===== src/rtl/vga_pkg.sv =====
// Shared VGA constants and types for the sprite pixel-source path.
package vga_pkg;

  localparam int H_ACTIVE   = 640;
  localparam int V_ACTIVE   = 480;
  localparam int DATA_WIDTH = 24;

  localparam logic [23:0] TRANSPARENT = 24'h000000;

  typedef logic [9:0] coord_t;

  // Position that parks the sprite beyond any visible raster coordinate.
  localparam coord_t POS_OFFSCREEN = 10'h3FF;

endpackage


===== src/rtl/sprite_fetch_if.sv =====
// Sprite position request channel: valid/ready handshake carrying the top-left corner.
interface sprite_fetch_if;
  import vga_pkg::*;

  coord_t pos_x;
  coord_t pos_y;
  logic   pos_valid;
  logic   pos_ready;

  modport master (output pos_x, output pos_y, output pos_valid, input pos_ready);
  modport slave  (input pos_x, input pos_y, input pos_valid, output pos_ready);

endinterface


===== src/rtl/sprite_fetch_pos_shadow.sv =====
// Position shadow register with once-per-frame commit into the active sprite position.
module sprite_pos_shadow
  import vga_pkg::*;
#(
  parameter int V_COMMIT = 480
) (
  input  logic           clk,
  input  logic           reset,
  input  coord_t         hcount,
  input  coord_t         vcount,
  sprite_fetch_if.slave  pos,
  output coord_t         act_x,
  output coord_t         act_y,
  output logic           frame_start
);

  logic   cond;
  logic   cond_q;
  logic   commit;
  logic   xfer;
  logic   shadow_full;
  logic   full_nxt;
  coord_t sh_x;
  coord_t sh_y;

  // Edge detect so a held hcount==0 on the commit line fires only once.
  assign cond        = (hcount == 10'd0) && (vcount == 10'(V_COMMIT));
  assign commit      = cond && !cond_q && !reset;
  assign xfer        = pos.pos_valid && pos.pos_ready;
  assign frame_start = commit;

  always_comb begin
    full_nxt = shadow_full;
    if (commit && shadow_full) full_nxt = 1'b0;
    if (xfer)                  full_nxt = 1'b1;
  end

  always_ff @(posedge clk) begin
    if (reset) begin
      cond_q        <= 1'b0;
      shadow_full   <= 1'b0;
      pos.pos_ready <= 1'b0;
      act_x         <= POS_OFFSCREEN;
      act_y         <= POS_OFFSCREEN;
    end else begin
      cond_q        <= cond;
      shadow_full   <= full_nxt;
      pos.pos_ready <= !full_nxt;
      if (commit && shadow_full) begin
        act_x <= sh_x;
        act_y <= sh_y;
      end
    end
  end

  // Shadow contents are qualified by shadow_full, so they need no reset.
  always_ff @(posedge clk) begin
    if (xfer) begin
      sh_x <= pos.pos_x;
      sh_y <= pos.pos_y;
    end
  end

endmodule


===== src/rtl/sprite_fetch.sv =====
// Sprite pixel source: hit test, ROM addressing and a 2-cycle aligned pixel pipeline.
module sprite_fetch
  import vga_pkg::*;
#(
  parameter int DATA_WIDTH = 24,
  parameter int SPR_W      = 16,
  parameter int SPR_H      = 16,
  parameter int ADDR_WIDTH = 8,
  parameter int V_COMMIT   = 480
) (
  input  logic                  clk,
  input  logic                  reset,
  input  coord_t                hcount,
  input  coord_t                vcount,
  input  logic                  bright,
  sprite_fetch_if.slave         pos,
  output logic [ADDR_WIDTH-1:0] rom_addr,
  input  logic [DATA_WIDTH-1:0] rom_data,
  output logic [DATA_WIDTH-1:0] pixel,
  output logic                  pix_en,
  output logic                  bright_d,
  output coord_t                hcount_d,
  output coord_t                vcount_d,
  output logic                  frame_start
);

  localparam int XB = $clog2(SPR_W);
  localparam int YB = $clog2(SPR_H);

  coord_t act_x;
  coord_t act_y;

  sprite_pos_shadow #(.V_COMMIT(V_COMMIT)) u_shadow (
    .clk         (clk),
    .reset       (reset),
    .hcount      (hcount),
    .vcount      (vcount),
    .pos         (pos),
    .act_x       (act_x),
    .act_y       (act_y),
    .frame_start (frame_start)
  );

  // True when coordinate c lies in [org, org+len); no wrap past the raster edge.
  function automatic logic span_hit(input coord_t c, input coord_t org, input int len);
    logic [10:0] d;
    d = {1'b0, c} - {1'b0, org};
    return (c >= org) && (d < 11'(len));
  endfunction

  logic [10:0]           dx_p0;
  logic [10:0]           dy_p0;
  logic                  inside_p0;
  logic [ADDR_WIDTH-1:0] addr_p0;

  assign dx_p0     = {1'b0, hcount} - {1'b0, act_x};
  assign dy_p0     = {1'b0, vcount} - {1'b0, act_y};
  assign inside_p0 = span_hit(hcount, act_x, SPR_W) && span_hit(vcount, act_y, SPR_H);
  assign addr_p0   = ADDR_WIDTH'({dy_p0[YB-1:0], dx_p0[XB-1:0]});

  logic   inside_p1;
  logic   bright_p1;
  coord_t hcount_p1;
  coord_t vcount_p1;

  // Stage 1: ROM address plus raster context.
  always_ff @(posedge clk) begin
    if (reset) begin
      rom_addr  <= '0;
      inside_p1 <= 1'b0;
      bright_p1 <= 1'b0;
      hcount_p1 <= '0;
      vcount_p1 <= '0;
    end else begin
      rom_addr  <= inside_p0 ? addr_p0 : '0;
      inside_p1 <= inside_p0;
      bright_p1 <= bright;
      hcount_p1 <= hcount;
      vcount_p1 <= vcount;
    end
  end

  // Stage 2: ROM word joins the delayed raster context.
  always_ff @(posedge clk) begin
    if (reset) begin
      pixel    <= '0;
      pix_en   <= 1'b0;
      bright_d <= 1'b0;
      hcount_d <= '0;
      vcount_d <= '0;
    end else begin
      pixel    <= inside_p1 ? rom_data : DATA_WIDTH'(TRANSPARENT);
      pix_en   <= inside_p1 && bright_p1;
      bright_d <= bright_p1;
      hcount_d <= hcount_p1;
      vcount_d <= vcount_p1;
    end
  end

endmodule

===== src/flat_wrapper.sv =====
// flat-port wrapper written by rule: the top's interface ports become plain ports
module sprite_fetch_flat import vga_pkg::*;
#(
  parameter int DATA_WIDTH = 24,
  parameter int SPR_W      = 16,
  parameter int SPR_H      = 16,
  parameter int ADDR_WIDTH = 8,
  parameter int V_COMMIT   = 480
)
  (clk, reset, hcount, vcount, bright, rom_addr, rom_data, pixel, pix_en, bright_d, hcount_d, vcount_d, frame_start, pos_pos_x, pos_pos_y, pos_pos_valid, pos_pos_ready);
  sprite_fetch_if pos_i ();
  input  logic clk;
  input  logic reset;
  input  coord_t hcount;
  input  coord_t vcount;
  input  logic bright;
  output logic [ADDR_WIDTH-1:0] rom_addr;
  input  logic [DATA_WIDTH-1:0] rom_data;
  output logic [DATA_WIDTH-1:0] pixel;
  output logic pix_en;
  output logic bright_d;
  output coord_t hcount_d;
  output coord_t vcount_d;
  output logic frame_start;
  input wire logic [$bits(pos_i.pos_x)-1:0] pos_pos_x;
  input wire logic [$bits(pos_i.pos_y)-1:0] pos_pos_y;
  input wire logic [$bits(pos_i.pos_valid)-1:0] pos_pos_valid;
  output wire logic [$bits(pos_i.pos_ready)-1:0] pos_pos_ready;
  assign pos_i.pos_x = pos_pos_x;
  assign pos_i.pos_y = pos_pos_y;
  assign pos_i.pos_valid = pos_pos_valid;
  assign pos_pos_ready = pos_i.pos_ready;
  sprite_fetch #(.DATA_WIDTH(DATA_WIDTH), .SPR_W(SPR_W), .SPR_H(SPR_H), .ADDR_WIDTH(ADDR_WIDTH), .V_COMMIT(V_COMMIT)) u_core (.clk(clk), .reset(reset), .hcount(hcount), .vcount(vcount), .bright(bright), .pos(pos_i), .rom_addr(rom_addr), .rom_data(rom_data), .pixel(pixel), .pix_en(pix_en), .bright_d(bright_d), .hcount_d(hcount_d), .vcount_d(vcount_d), .frame_start(frame_start));
endmodule

===== config.mk =====
export PLATFORM = sky130hd
export DESIGN_NAME = sprite_fetch_flat
export DESIGN_NICKNAME = d
export VERILOG_FILES = /design/src/rtl/vga_pkg.sv /design/src/rtl/sprite_fetch_if.sv /design/src/rtl/sprite_fetch_pos_shadow.sv /design/src/rtl/sprite_fetch.sv /design/src/flat_wrapper.sv
export SDC_FILE = /design/constraint.sdc
export NUM_CORES = 1
export LEC_CHECK = 0
export ABC_AREA = 1
export BUFFER_PORTS_ARGS = -buffer_cell sky130_fd_sc_hd__buf_2
export CORE_ASPECT_RATIO = 0.7
export CORE_UTILIZATION = 50
export DETAILED_ROUTE_END_ITERATION = 10
export HOLD_SLACK_MARGIN = 0.15
export MAX_ROUTING_LAYER = met4
export PLACE_DENSITY = 0.73
export SETUP_SLACK_MARGIN = 0.05
export SYNTH_ARGS = -nofsm -noshare
export SYNTH_HDL_FRONTEND = slang
export SYNTH_SLANG_ARGS = --single-unit

===== constraint.sdc =====
create_clock -name clk -period 3.1 [get_ports clk]
set_clock_uncertainty 0.2 [all_clocks]
set_input_delay 0.62 -clock clk [delete_from_list [all_inputs] [get_ports clk]]
set_output_delay 0.62 -clock clk [all_outputs]
set_load 0.005 [all_outputs]

Word-level counts from Yosys, hierarchy flattened:

Index checks and enable logic that the tools add are counted.

* register bits after elaboration: 119
* latch bits: 0
* memory bits (writable): 0
* memory bits (read-only): 0
* input port bits: 68
* output and inout port bits: 56
* word-level logic and storage cells: 43
* memories kept: 0

* $add $sub $neg: 2
* $mul: 0
* divide/modulo/power cells: 0
* order comparisons: 4
* equal/unequal tests: 1
* shift operators: 0
* muxes and demuxes: 2
* bitwise logic cells: 2
* reductions and logical operators: 15

Operator list (count)
* 11-bit by 5-bit < comparator with 1-bit output, second input constant: 2
* 10-bit by 10-bit subtractor with 11-bit output: 2
* 10-bit greater-or-equal comparator: 2
* 10-bit by 9-bit == test with 1-bit output, second input constant: 1
* 10-bit logical NOT: 1
* 1-bit logical AND: 9
* 2-bit OR reduction: 2
* 1-bit logical NOT: 3
* 1-bit two-way mux: 2
* 1-bit NOT: 2

Depth between registers and ports, before layout:

* depth in word-level cells: 8
* gate-level depth with buffers: 15
* mapped depth without buffers: 15

Cells and area by module:

Synthesis repeated with hierarchy kept, for this count alone.

* cells, all modules: 657
* area total of the unflattened synthesis: 5116.2 um^2

Modules (own cells, without submodules)
* sprite_fetch: instances 1, cells each 491, area an instance 3418.3 um^2, sequential area each 1521.5 um^2
* sprite_pos_shadow: instances 1, cells each 166, area an instance 1697.9 um^2, sequential area each 1061.0 um^2

Worst setup path after synthesis:

OpenSTA, ideal clock, no wires.

* path type: input-to-reg
* from: input hcount[0]
* to: register u_core.rom_addr[0]
* setup time: 65 ps
* arrival time: 2129 ps
* data required time: 2835 ps
* path slack: 706 ps
* stages on the path: 14
* buffers on the path: 0
* cells stage by stage: inv_1 > ha_1 > fa_1 > inv_1 > nand2_1 > nand2_1 > nand3_1 > nand2_1 > nand2_1 > nand2_1 > nand3_1 > nor2_2 > nand3_4 > nor2_1

* cells in the longest elaborated chain, start to end: 6
* elaborated cells between the ends (all ways): 7
* those cells by class: 1 x add/sub; 2 x order compare; 1 x bitwise; 3 x reduce/logical

Ends and longest elaborated chain
* start, declared: line flat_wrapper.sv:14 `input coord_t hcount;`
* 10-bit by 10-bit subtractor with 11-bit output: line sprite_fetch.sv:56 `assign dx_p0 = {1'b0, hcount} - {1'b0, act_x};`
* 11-bit by 5-bit < comparator with 1-bit output: line sprite_fetch.sv:48 `return (c >= org) && (d < 11'(len));`
* 1-bit logical AND: line sprite_fetch.sv:48
* 1-bit logical AND: line sprite_fetch.sv:58 `assign inside_p0 = span_hit(hcount, act_x, SPR_W) && span_hit(vcount, act_y, SPR_H);`
* 1-bit NOT (no source line)
* 2-bit OR reduction (no source line)
* end signal, assigned: line sprite_fetch.sv:75 `rom_addr <= inside_p0 ? addr_p0 : '0;`
* end, declared: line sprite_fetch.sv:17 `output logic [ADDR_WIDTH-1:0] rom_addr,`

Several ways; a longest one is shown, not always the timed one.
A chain may end at the register's enable or synchronous reset.

Worst setup path in the final report:

* from: input vcount[0]
* to: output frame_start

* cells in the longest elaborated chain, start to end: 4

Ends and longest elaborated chain
* start, declared: line flat_wrapper.sv:15 `input coord_t vcount;`
* 10-bit by 9-bit == test with 1-bit output: line sprite_fetch_pos_shadow.sv:27 `assign cond = (hcount == 10'd0) && (vcount == 10'(V_COMMIT));`
* 1-bit logical AND: line sprite_fetch_pos_shadow.sv:27
* 1-bit logical AND (2 in a row): line sprite_fetch_pos_shadow.sv:28 `assign commit = cond && !cond_q && !reset;`
* end, declared: line flat_wrapper.sv:24 `output logic frame_start;`

Every way passes these cells.

==> flow_metrics.env <==
export IMPL_cp_arrival_ns=1.66
export IMPL_ctsHoldBuffers=0
export IMPL_rsz0062_at_grt="no"
export IMPL_cts_htree_levels=4
export IMPL_ys_top_cells_by_count="inv_1, nand2_1, nor2_1, dfxtp_1, nand3_1"
export IMPL_slew_headroom_pct=48.5
export IMPL_cts_path_max_buffers=2
export IMPL_ios=124
export IMPL_root_buffer="clkbuf_16"
export IMPL_crit_fanout=3
export IMPL_synth_area_top_cells="dfxtp_1, edfxtp_1, inv_1, nand2_1, nor2_1"
export IMPL_dp_slack_ns=0.388
export IMPL_die_h_um=85.1
export IMPL_crit_family="simple AND/OR/NAND/NOR gates"
export IMPL_setup_viol=0
export IMPL_avgSynthCellArea_um2=7.83
export IMPL_cp_num_buf_inv=3
export IMPL_wire_per_inst_um=12.5
export IMPL_slew_violations=0
export IMPL_path_class="input pin to output port"
export IMPL_globalplace_congestion=0.883
export IMPL_critical_path_most_common_cell="buf_2"
export IMPL_synthesis_area_um2=4930
export IMPL_crit_path_max_incr_delay_ns=0.21
export IMPL_grt_pass1_wl_um=17800
export IMPL_postCtsResizedCells=0
export IMPL_antenna_found_initial=0
export IMPL_max_cap_violations=0
export IMPL_worstSkewPairLatency_ns=0.41
export IMPL_drc=0
export IMPL_p_leak_nw=3.62
export IMPL_worst_setup_path_end_kind="output port"
export IMPL_ys_flop_type="dfxtp_1"
export IMPL_first_iter_violations=250
export IMPL_drive_above_1_share_pct=21.7
export IMPL_diodes=0
export IMPL_finalHoldViolCount=0
export IMPL_final_area_um2=6280
export IMPL_synth_async_reset_ratio_pct=0
export IMPL_timing_fmax_mhz=403
export IMPL_cts_buffers=17
export IMPL_setup_ws_ns=0.618
export IMPL_hp_class="input pin to register"
export IMPL_synth_largest_area_cell="dfxtp_1"
export IMPL_grt_pass1_vias=3791
export IMPL_synth_fp_nets=720
export IMPL_die_area_um2=10300
export IMPL_synth_most_common_cell="inv_1"
export IMPL_synth_top_cell_area_share_pct=40.2
export IMPL_syn2layout_area_growth_pct=27.2
export IMPL_grt_overflow_total=0
export IMPL_netSwitchingPower_w=0.000839
export IMPL_fin_nets=850
export IMPL_netlist_instances=630
export IMPL_clkTransAtPathRegs_ns=0.06
export IMPL_fp_dieW_um=121
export IMPL_vias=4143
export IMPL_min_period_over_period_pct=80.1
export IMPL_placed_cells_incl_taps=865
export IMPL_vias_per_cell=4.62
export IMPL_start_kind="input pin"
export IMPL_synth_edf_count=20
export IMPL_tightestPinTransition_ns=0.770
export IMPL_nFillCells=775
export IMPL_status="complete, no violations"
export IMPL_p_int_w=0.00298
export IMPL_start_util_pct=52.9
export IMPL_ys_warn_count=0
export IMPL_cts_sinks=119
export IMPL_tritoncts="done"
export IMPL_yosys_cell_types_count=29
export IMPL_tns_ns=0
export IMPL_grt_usage_pct=23.6
export IMPL_combPwrFrac_pct=5.4
export IMPL_worst_path_max_delay_cell="nand3_1"
export IMPL_place_area_um2=5660
export IMPL_grt_max_degree=45
export IMPL_synth_seq_cells=119
export IMPL_p_clk_share_pct=52.0
export IMPL_period_needed_ns=2.48
export IMPL_synth_seq_area_share_pct=52.3
export IMPL_cts_setup_buffers=0
export IMPL_ant_nets=0
export IMPL_p_sw_share_pct=22.0
export IMPL_rows=29
export IMPL_dp_hpwl_um=8800
export IMPL_final_cells=897
export IMPL_p_seq_share_pct=42.6
export IMPL_core_area_um2=9330
export IMPL_ir_drop_v=0.000610
export IMPL_io_buffer_count=123
export IMPL_dr_pass1_iters=5
export IMPL_crit_path_cell_trace="buf_2 -> inv_1 -> nand4_1 -> nor3_2 -> nand3_1 -> nor2_2 -> buf_2"
export IMPL_p_per_area_nw_per_um2=608
export IMPL_routed_wl_um=11200
export IMPL_crit_required_ns=2.28
[placed cells by master (no fill, tap or decap), drive strengths merged]
| cell | count |
|---|---|
| bufinv | 2 |
| nand3b | 3 |
| nor3 | 1 |
| ha | 20 |
| a21oi | 11 |
| nor2 | 109 |
| and2 | 3 |
| inv | 138 |
| dfxtp | 99 |
| or2 | 2 |
| xor2 | 4 |
| a31oi | 2 |
| nand2 | 127 |
| nand4 | 10 |
| nand3 | 63 |
| a21o | 2 |
| buf | 126 |
| and3 | 1 |
| edfxtp | 20 |
| clkinv | 4 |
| o21ai | 2 |
| fa | 2 |
| clkbuf | 21 |
| clkinvlp | 1 |
[final timing paths]
| kind | end | cells after the start | start | slack [ns] |
|---|---|---|---|---|
| setup / recovery | frame_start | 7 | vcount[0] | 0.62 |
| hold / removal | u_core.u_shadow.sh_y[2] | 1 | pos_pos_y[2] | 0.18 |
| hold reg to reg | u_core.vcount_d[7] | 2 | u_core.vcount_p1[7] | 0.20 |
| setup reg to reg | u_core.rom_addr[1] | 11 | u_core.u_shadow.act_y[0] | 0.86 |
[routing by layer]
metal / global-route usage, % / vias up / wire, um
met3: 6.32 / 16 / 743
met4: 7.52 / 0 / 166
met5: - / - / 0
met1: 31.7 / 1805 / 5490
li1: - / 2179 / -
met2: 34.6 / 143 / 4830
[power by group through the flow]
| stage | Combinational (W) | Clock (W) | Sequential [W] |
|---|---|---|---|
| after floorplan | 0.000114 | 0 | 0.00166 |
| after global placement | 0.000200 | 0 | 0.00166 |
| after detailed placement | 0.000203 | 0 | 0.00166 |
| after CTS | 0.000205 | 0.00201 | 0.00163 |
| after global routing | 0.000232 | 0.00208 | 0.00163 |
| final | 0.000205 | 0.00199 | 0.00163 |
[sequential cells by signal, summed over array words and instances (netlist names)]
name,flops
u_core.vcount_d,10
u_core.vcount_p1,10
u_core.inside_p1,1
u_core.bright_p1,1
u_core.hcount_d,10
u_core.u_shadow.shadow_full,1
u_core.pix_en,1
u_core.u_shadow.act_y,10
u_core.u_shadow.sh_x,10
u_core.u_shadow.pos.pos_ready,1
u_core.bright_d,1
u_core.pixel,24
u_core.u_shadow.sh_y,10
u_core.hcount_p1,10
u_core.u_shadow.act_x,10
u_core.rom_addr,8
u_core.u_shadow.cond_q,1
[layout make-up]
class / count / area, um2 / share of cell area [%]
flip-flops and latches: 119 / 2580 / 41.1
multi-input cells: 362 / 1780 / 28.4
repair buffers: 126 / 638 / 10.2
inverters: 134 / 503 / 8.01
clock buffers: 21 / 482 / 7.68
well taps: 124 / 155 / 2.47
clock inverters: 11 / 134 / 2.13
[per-stage QoR]
stage / total power [W] / hold slack, ns / utilization, %
floorplan: 0.00177 / 0.188 / -
global placement: 0.00186 / 0.191 / 60.7
detailed placement: 0.00186 / 0.196 / 60.7
CTS: 0.00385 / 0.168 / 67.3
global route: 0.00395 / 0.166 / 67.3
finish: 0.00382 / 0.177 / 67.3
[cells by family (layout without fill, tap and decap cells)]
family          count (synthesis)  count (layout)  synth area share, %
xor+xnor                        4               4                0.710
buf+inv                       149             292                 11.6
simple gates                  319             319                 27.6
compound gates                 17              17                 1.88
fa+ha+maj                      22              22                 5.88
flops                         119             119                 52.3
Note: power is estimated with default switching activity, not from simulation.
